--- config.mk ---
export PLATFORM = sky130hd
export DESIGN_NAME = controle_envase_flat
export DESIGN_NICKNAME = d
export VERILOG_FILES = /design/src/rtl/controle_envase_if.sv /design/src/rtl/controle_envase.sv /design/src/flat_wrapper.sv
export SDC_FILE = /design/constraint.sdc
export NUM_CORES = 1
export LEC_CHECK = 0
export BUFFER_PORTS_ARGS = -buffer_cell sky130_fd_sc_hd__buf_2
export CORE_MARGIN = 2
export CORE_UTILIZATION = 45
export DETAILED_ROUTE_END_ITERATION = 6
export PLACE_DENSITY = 0.68
export SYNTH_ARGS = -nofsm -noshare
export SYNTH_HDL_FRONTEND = slang
export SYNTH_SLANG_ARGS = --single-unit
export TNS_END_PERCENT = 1
--- constraint.sdc ---
create_clock -name CLOCK -period 3.6 [get_ports CLOCK]
set_input_delay 0.72 -clock CLOCK [delete_from_list [all_inputs] [get_ports CLOCK]]
set_output_delay 0.72 -clock CLOCK [all_outputs]
set_load 0.1 [all_outputs]
--- src/rtl/controle_envase_if.sv ---
// Signal bundle between the bottling-station sequencer and the line/sealer.
// The sequencer takes the master view; the plant side (sensors, sealer, operator) takes the slave view.
interface controle_envase_if #(
  parameter int unsigned ROLHAS_MAX = 20,
  parameter int unsigned LOTE       = 12
);
  localparam int unsigned RW = $clog2(ROLHAS_MAX + 1);
  localparam int unsigned GW = $clog2(LOTE);

  logic          START;
  logic          ALARME_ACK;
  logic          SENSOR_GARRAFA;
  logic          SENSOR_NIVEL;
  logic          GARRAFA_VEDADA;
  logic          DECREMENTA_ROLHA;
  logic          ABASTECE_ROLHAS;
  logic          MOTOR;
  logic          VALVULA;
  logic          GARRAFA_PRESENTE;
  logic          ROLHAS_DISPONIVEIS;
  logic [RW-1:0] ROLHAS_CONT;
  logic [GW-1:0] GARRAFAS_CONT;
  logic          LOTE_COMPLETO;
  logic          ALARME;
  logic [1:0]    ALARME_COD;

  modport master (
    input  START, ALARME_ACK, SENSOR_GARRAFA, SENSOR_NIVEL, GARRAFA_VEDADA,
           DECREMENTA_ROLHA, ABASTECE_ROLHAS,
    output MOTOR, VALVULA, GARRAFA_PRESENTE, ROLHAS_DISPONIVEIS, ROLHAS_CONT,
           GARRAFAS_CONT, LOTE_COMPLETO, ALARME, ALARME_COD
  );

  modport slave (
    output START, ALARME_ACK, SENSOR_GARRAFA, SENSOR_NIVEL, GARRAFA_VEDADA,
           DECREMENTA_ROLHA, ABASTECE_ROLHAS,
    input  MOTOR, VALVULA, GARRAFA_PRESENTE, ROLHAS_DISPONIVEIS, ROLHAS_CONT,
           GARRAFAS_CONT, LOTE_COMPLETO, ALARME, ALARME_COD
  );
endinterface

--- src/rtl/controle_envase.sv ---
// Filling/sealing station sequencer: conveyor, fill valve, sealer handoff,
// cork stock counter, batch counter and latched alarm with cause code.
module controle_envase #(
  parameter int unsigned ROLHAS_MAX  = 20,
  parameter int unsigned REFILL_QTD  = 15,
  parameter int unsigned T_ENCHE_MAX = 1000,
  parameter int unsigned T_VEDA_MAX  = 200,
  parameter int unsigned LOTE        = 12
) (
  input logic               CLOCK,
  input logic               RESET_N,
  controle_envase_if.master bus
);
  localparam int unsigned RW    = $clog2(ROLHAS_MAX + 1);
  localparam int unsigned GW    = $clog2(LOTE);
  localparam int unsigned T_MAX = (T_ENCHE_MAX > T_VEDA_MAX) ? T_ENCHE_MAX : T_VEDA_MAX;
  localparam int unsigned TW    = $clog2(T_MAX);

  localparam logic [TW-1:0] ENCHE_ULT = TW'(T_ENCHE_MAX - 1);
  localparam logic [TW-1:0] VEDA_ULT  = TW'(T_VEDA_MAX - 1);
  localparam logic [GW-1:0] LOTE_ULT  = GW'(LOTE - 1);
  localparam logic [RW-1:0] CONT_MAX  = RW'(ROLHAS_MAX);

  typedef enum logic [2:0] {
    S_PARADO, S_ESTEIRA, S_ENCHENDO, S_VEDANDO, S_LIBERANDO, S_ALARME
  } estado_t;

  estado_t       estado_q, estado_d;
  logic [TW-1:0] timer_q, timer_d;
  logic [1:0]    cod_q, cod_d;
  logic [GW-1:0] garrafas_q, garrafas_d;
  logic          lote_q, lote_d;
  logic [RW-1:0] cont_q, cont_d;
  logic          saida;
  logic          dec_valido;
  logic [31:0]   soma;

  always_ff @(posedge CLOCK or negedge RESET_N) begin
    if (!RESET_N) begin
      estado_q   <= S_PARADO;
      timer_q    <= '0;
      cod_q      <= 2'b00;
      garrafas_q <= '0;
      lote_q     <= 1'b0;
      cont_q     <= '0;
    end else begin
      estado_q   <= estado_d;
      timer_q    <= timer_d;
      cod_q      <= cod_d;
      garrafas_q <= garrafas_d;
      lote_q     <= lote_d;
      cont_q     <= cont_d;
    end
  end

  always_comb begin
    estado_d = estado_q;
    cod_d    = cod_q;
    saida    = 1'b0;
    case (estado_q)
      S_PARADO:
        if (bus.START && (cont_q != '0)) estado_d = S_ESTEIRA;
      S_ESTEIRA:
        if (bus.SENSOR_GARRAFA)  estado_d = S_ENCHENDO;
        else if (!bus.START)     estado_d = S_PARADO;
      S_ENCHENDO:
        if (!bus.SENSOR_GARRAFA) begin
          estado_d = S_ALARME;
          cod_d    = 2'b11;
        end else if (bus.SENSOR_NIVEL) begin
          estado_d = S_VEDANDO;
        end else if (timer_q == ENCHE_ULT) begin
          estado_d = S_ALARME;
          cod_d    = 2'b01;
        end
      S_VEDANDO:
        if (!bus.SENSOR_GARRAFA) begin
          estado_d = S_ALARME;
          cod_d    = 2'b11;
        end else if (bus.GARRAFA_VEDADA) begin
          estado_d = S_LIBERANDO;
        end else if (timer_q == VEDA_ULT) begin
          estado_d = S_ALARME;
          cod_d    = 2'b10;
        end
      // The bottle is finished even if START dropped while it was on the station.
      S_LIBERANDO:
        if (!bus.SENSOR_GARRAFA) begin
          saida    = 1'b1;
          estado_d = (bus.START && (cont_q != '0)) ? S_ESTEIRA : S_PARADO;
        end
      S_ALARME:
        if (bus.ALARME_ACK) begin
          estado_d = S_PARADO;
          cod_d    = 2'b00;
        end
      default: estado_d = S_PARADO;
    endcase
  end

  always_comb begin
    timer_d = '0;
    if ((estado_d == estado_q) &&
        ((estado_q == S_ENCHENDO) || (estado_q == S_VEDANDO)))
      timer_d = timer_q + 1'b1;
  end

  always_comb begin
    garrafas_d = garrafas_q;
    lote_d     = 1'b0;
    if (saida) begin
      if (garrafas_q == LOTE_ULT) begin
        garrafas_d = '0;
        lote_d     = 1'b1;
      end else begin
        garrafas_d = garrafas_q + 1'b1;
      end
    end
  end

  // Cork stock: decrement never underflows, refill saturates at magazine capacity.
  always_comb begin
    dec_valido = bus.DECREMENTA_ROLHA && (cont_q != '0);
    soma       = {{(32-RW){1'b0}}, cont_q} - {31'b0, dec_valido}
               + (bus.ABASTECE_ROLHAS ? REFILL_QTD : 32'd0);
    cont_d     = (soma > ROLHAS_MAX) ? CONT_MAX : soma[RW-1:0];
  end

  assign bus.MOTOR              = (estado_q == S_ESTEIRA) || (estado_q == S_LIBERANDO);
  assign bus.VALVULA            = (estado_q == S_ENCHENDO);
  assign bus.GARRAFA_PRESENTE   = ((estado_q == S_VEDANDO) || (estado_q == S_LIBERANDO))
                                  && bus.SENSOR_GARRAFA;
  assign bus.ROLHAS_DISPONIVEIS = (cont_q != '0);
  assign bus.ROLHAS_CONT        = cont_q;
  assign bus.GARRAFAS_CONT      = garrafas_q;
  assign bus.LOTE_COMPLETO      = lote_q;
  assign bus.ALARME             = (estado_q == S_ALARME);
  assign bus.ALARME_COD         = cod_q;
endmodule
--- src/flat_wrapper.sv ---
// flat-port wrapper written by rule: the top's interface ports become plain ports
module controle_envase_flat 
#(
  parameter int unsigned ROLHAS_MAX  = 20,
  parameter int unsigned REFILL_QTD  = 15,
  parameter int unsigned T_ENCHE_MAX = 1000,
  parameter int unsigned T_VEDA_MAX  = 200,
  parameter int unsigned LOTE        = 12
)
  (CLOCK, RESET_N, bus_START, bus_ALARME_ACK, bus_SENSOR_GARRAFA, bus_SENSOR_NIVEL, bus_GARRAFA_VEDADA, bus_DECREMENTA_ROLHA, bus_ABASTECE_ROLHAS, bus_MOTOR, bus_VALVULA, bus_GARRAFA_PRESENTE, bus_ROLHAS_DISPONIVEIS, bus_ROLHAS_CONT, bus_GARRAFAS_CONT, bus_LOTE_COMPLETO, bus_ALARME, bus_ALARME_COD);
  controle_envase_if #(.ROLHAS_MAX(ROLHAS_MAX), .LOTE(LOTE)) bus_i ();
  input logic CLOCK;
  input logic RESET_N;
  input wire logic [$bits(bus_i.START)-1:0] bus_START;
  input wire logic [$bits(bus_i.ALARME_ACK)-1:0] bus_ALARME_ACK;
  input wire logic [$bits(bus_i.SENSOR_GARRAFA)-1:0] bus_SENSOR_GARRAFA;
  input wire logic [$bits(bus_i.SENSOR_NIVEL)-1:0] bus_SENSOR_NIVEL;
  input wire logic [$bits(bus_i.GARRAFA_VEDADA)-1:0] bus_GARRAFA_VEDADA;
  input wire logic [$bits(bus_i.DECREMENTA_ROLHA)-1:0] bus_DECREMENTA_ROLHA;
  input wire logic [$bits(bus_i.ABASTECE_ROLHAS)-1:0] bus_ABASTECE_ROLHAS;
  output wire logic [$bits(bus_i.MOTOR)-1:0] bus_MOTOR;
  output wire logic [$bits(bus_i.VALVULA)-1:0] bus_VALVULA;
  output wire logic [$bits(bus_i.GARRAFA_PRESENTE)-1:0] bus_GARRAFA_PRESENTE;
  output wire logic [$bits(bus_i.ROLHAS_DISPONIVEIS)-1:0] bus_ROLHAS_DISPONIVEIS;
  output wire logic [$bits(bus_i.ROLHAS_CONT)-1:0] bus_ROLHAS_CONT;
  output wire logic [$bits(bus_i.GARRAFAS_CONT)-1:0] bus_GARRAFAS_CONT;
  output wire logic [$bits(bus_i.LOTE_COMPLETO)-1:0] bus_LOTE_COMPLETO;
  output wire logic [$bits(bus_i.ALARME)-1:0] bus_ALARME;
  output wire logic [$bits(bus_i.ALARME_COD)-1:0] bus_ALARME_COD;
  assign bus_i.START = bus_START;
  assign bus_i.ALARME_ACK = bus_ALARME_ACK;
  assign bus_i.SENSOR_GARRAFA = bus_SENSOR_GARRAFA;
  assign bus_i.SENSOR_NIVEL = bus_SENSOR_NIVEL;
  assign bus_i.GARRAFA_VEDADA = bus_GARRAFA_VEDADA;
  assign bus_i.DECREMENTA_ROLHA = bus_DECREMENTA_ROLHA;
  assign bus_i.ABASTECE_ROLHAS = bus_ABASTECE_ROLHAS;
  assign bus_MOTOR = bus_i.MOTOR;
  assign bus_VALVULA = bus_i.VALVULA;
  assign bus_GARRAFA_PRESENTE = bus_i.GARRAFA_PRESENTE;
  assign bus_ROLHAS_DISPONIVEIS = bus_i.ROLHAS_DISPONIVEIS;
  assign bus_ROLHAS_CONT = bus_i.ROLHAS_CONT;
  assign bus_GARRAFAS_CONT = bus_i.GARRAFAS_CONT;
  assign bus_LOTE_COMPLETO = bus_i.LOTE_COMPLETO;
  assign bus_ALARME = bus_i.ALARME;
  assign bus_ALARME_COD = bus_i.ALARME_COD;
  controle_envase #(.ROLHAS_MAX(ROLHAS_MAX), .REFILL_QTD(REFILL_QTD), .T_ENCHE_MAX(T_ENCHE_MAX), .T_VEDA_MAX(T_VEDA_MAX), .LOTE(LOTE)) u_core (.CLOCK(CLOCK), .RESET_N(RESET_N), .bus(bus_i));
endmodule
==> results.py <==
metrics = {
    "status": {
        "status": "finished with violations",
        "violations": "negative setup slack",
    },
    "power": {
        "p_total_mw": 1.97,
        "p_leak_nw": 1.02,
        "p_per_area_nw_per_um2": 838,
        "p_sw_mw": 1.09,
        "p_seq_frac": 0.222,
        "internal_power_uw": 880,
        "p_comb_frac": 0.691,
        "clkPwrFrac": 0.087,
        "swShare": 0.554,
        "peakVddDrop_mv": 0.596,
    },
    "finish": {
        "final_util": 0.598,
        "multiInputGateArea_um2": 1270,
        "diodes": 0,
        "area_delta_synth_final_pct": 30.4,
        "fin_cells": 292,
        "final_cell_mix": "buf_2, nor2_1, dfrtp_1, buf_4, nand2_1",
        "ff_latch_area_um2": 644,
        "n_fill_cell": 351,
        "final_common_cell": "buf_2",
        "nets": 269,
        "drive_above_1_share": 0.339,
    },
    "floorplanning": {
        "die_y_um": 67.4,
        "dieArea_um2": 4540,
        "core-area_um2": 3940,
        "initial_core_util": 0.458,
        "die_w_um": 67.4,
        "pin_count": 26,
        "rows": 23,
    },
    "grt": {
        "grt_pass1_wl_um": 6930,
        "track_usage": 0.200,
        "first_global_vias": 1489,
        "gr-total-overflow": 0,
        "antenna_found_initial": 0,
        "grt_max_degree": 26,
    },
    "synth": {
        "synth_edf_count": 0,
        "yosysSeqAreaShare": 0.346,
        "syn_area_um2": 1810,
        "synthCells": 199,
        "yosysWarnings": 0,
        "yosys.cell_types.count": 52,
        "synth_top_area_frac": 0.346,
        "avgSynthCellArea_um2": 9.08,
        "yosys-top-cells-area": "dfrtp_1, ha_1, xnor2_1",
        "yosysTopAreaCell": "dfrtp_1",
        "synth_fp_nets": 225,
        "ys_async_sr_fraction": 1.00,
        "ys.flop_type": "dfrtp_1",
        "ys_ff_latch": 25,
    },
    "cts": {
        "clk_latency_ns": 0.27,
        "numCtsBuffers": 3,
        "ctsRootBufferMaster": "clkbuf_8",
        "clk_pin_slew_ns": 0.09,
        "clock_path_buffers": 2,
        "cts_sinks": 25,
        "cts.htree.levels": 1,
        "tritoncts": "yes",
    },
    "sta": {
        "rsz0062_at_grt": "yes",
        "skew_ns": 0.00380,
        "hold_viol": 0,
        "setup_viol": 1,
        "period_share": 1.01,
        "period_minus_slack_ns": 3.63,
        "fin_hold_ws_ns": 0.418,
        "drv_slew": 0,
        "worstMarginPinSlew_ns": 0.645,
        "setup_slack_ns": -0.0301,
        "slew_headroom": 0.564,
        "setup_tns_ns": -0.0301,
        "max_freq_mhz": 275,
    },
    "setup_path": {
        "reg2reg_from": "u_core.bus.ROLHAS_CONT[4]",
        "critPathKind": "reg -> reg",
        "r2r_cells": 18,
        "cp_slowest_cell": "dfrtp_4",
        "reg2reg_setup_slack_ns": -0.03,
        "start_kind": "register",
        "crit_path_max_fanout": 4,
        "cp.required_ns": 3.80,
        "crit_arrival_ns": 3.83,
        "cp_cell_sequence": "nor4_4 > nand2_4 > and2_4 > ha_4 > ha_4 > xor2_2 > ha_4 > nand3_4 > a21oi_2 > nor2_1 > nor2_1 > nand2_1 > ha_1 > and4b_1 > nand4_1 > a311oi_2 > nand3_1 > nor2_1",
        "endpoint_kind": "register",
        "max_stage_delay_ns": 0.49,
        "reg2reg_to": "u_core.bus.ROLHAS_CONT[3]",
    },
    "drt": {
        "drtIter0Drc": 92,
        "drcViolationCount": 0,
        "num_vias": 1568,
        "avgRoutedWirePerCell_um": 13.8,
        "drtPass1Iterations": 4,
        "ant_nets": 0,
        "routed_via_density": 5.37,
        "drt_wl_total_um": 4020,
    },
    "place": {
        "gp_congestion": 0.908,
        "dpl.cell_count": 281,
        "dp_hpwl_um": 3050,
        "io_buffer_count": 25,
    },
    "min_path": {
        "hold_path.class": "in -> async",
    },
    "flow_run": {
        "maxCapViolCount": 0,
    },
}
[layout make-up]
type / count / share of cell area
inverters: 17 / 0.0271
clock buffers: 3 / 0.0175
well taps: 50 / 0.0266
flip-flops and latches: 25 / 0.273
clock inverters: 1 / 0.00319
repair buffers: 43 / 0.112
multi-input cells: 153 / 0.540
[synth_stat cells, drive strengths merged, types with 2 or more instances]
master / number
o211ai: 5
and3b: 2
nor3b: 2
and2: 2
a22o: 2
nor3: 5
or3: 4
nand3b: 2
and3: 2
nand2: 16
nand3: 9
xnor2: 10
xor2: 4
buf: 3
a22oi: 2
dfrtp: 25
a21oi: 6
a21o: 3
nor2: 22
ha: 16
inv: 17
nand2b: 2
nor4: 5
o21ai: 8
nor2b: 2
[metal layers]
| metal | track usage | up-vias | routed length (um) |
|---|---|---|---|
| met4 | 0.0434 | 0 | 57 |
| met3 | 0.0417 | 9 | 204 |
| li1 | - | 789 | - |
| met5 | 0 | - | 0 |
| met1 | 0.294 | 736 | 1960 |
| met2 | 0.302 | 34 | 1800 |
[per-stage QoR]
step | cell area [um2] | setup WS, ns
floorplan | 1930 | -0.341
global placement | 2180 | -0.123
detailed placement | 2180 | -0.139
CTS | 2330 | -0.0981
global route | 2360 | -0.264
finish | 2360 | -0.0301
[critical path: cells and delay by family, from the launching register on]
| kind | cells | cell delay (ns) |
|---|---|---|
| compound gates | 2 | 0.43 |
| xor+xnor | 1 | 0.15 |
| fa+ha+maj | 4 | 0.93 |
| flops | 1 | 0.49 |
| simple gates | 11 | 1.57 |
[worst max-delay path by stage]
stage | end | from | slack [ns]
after CTS | u_core.bus.ROLHAS_CONT[3] | u_core.bus.ROLHAS_CONT[1] | -0.1
after global placement | u_core.bus.ROLHAS_CONT[0] | u_core.bus.ROLHAS_CONT[4] | -0.12
after floorplan | u_core.bus.ROLHAS_CONT[0] | u_core.bus.ROLHAS_CONT[4] | -0.34
after detailed placement | u_core.bus.ROLHAS_CONT[3] | u_core.bus.ROLHAS_CONT[4] | -0.14
after global routing | u_core.bus.ROLHAS_CONT[3] | u_core.bus.ROLHAS_CONT[4] | -0.26
final | u_core.bus.ROLHAS_CONT[3] | u_core.bus.ROLHAS_CONT[4] | -0.03
[flip-flops by register name, summed over array words and instances (netlist names)]
name and cells:
u_core.timer_q 10, u_core.bus.ROLHAS_CONT 5, u_core.bus.GARRAFAS_CONT 4, u_core.estado_q 3, u_core.bus.ALARME_COD 2, u_core.bus.LOTE_COMPLETO 1
[power by group through the flow]
stage | logic [mW] | clock network [mW] | registers (mW)
after detailed placement | 1.26 | 0 | 0.446
after global routing | 1.47 | 0.188 | 0.452
after floorplan | 0.705 | 0 | 0.755
after global placement | 1.25 | 0 | 0.446
final | 1.36 | 0.171 | 0.438
after CTS | 1.35 | 0.179 | 0.439
[repair_timing]
action / in CTS / in global routing
setup buffers: 5 / 2
setup endpoints to repair: 5 / 5
hold buffers: 0 / 0
pin swaps: 17 / 11
gates resized for setup: 11 / 2
[kinds of logic (layout without fill, tap and decap cells)]
| kind of cell | Yosys count | count (layout) | synth area share |
|---|---|---|---|
| fa+ha+maj | 17 | 17 | 0.122 |
| xor+xnor | 14 | 14 | 0.0679 |
| buf+inv | 21 | 64 | 0.0457 |
| mux | 2 | 2 | 0.0118 |
| compound gates | 37 | 37 | 0.150 |
| simple gates | 83 | 83 | 0.257 |
| flops | 25 | 25 | 0.346 |
Note: power is estimated with default switching activity, not from simulation.
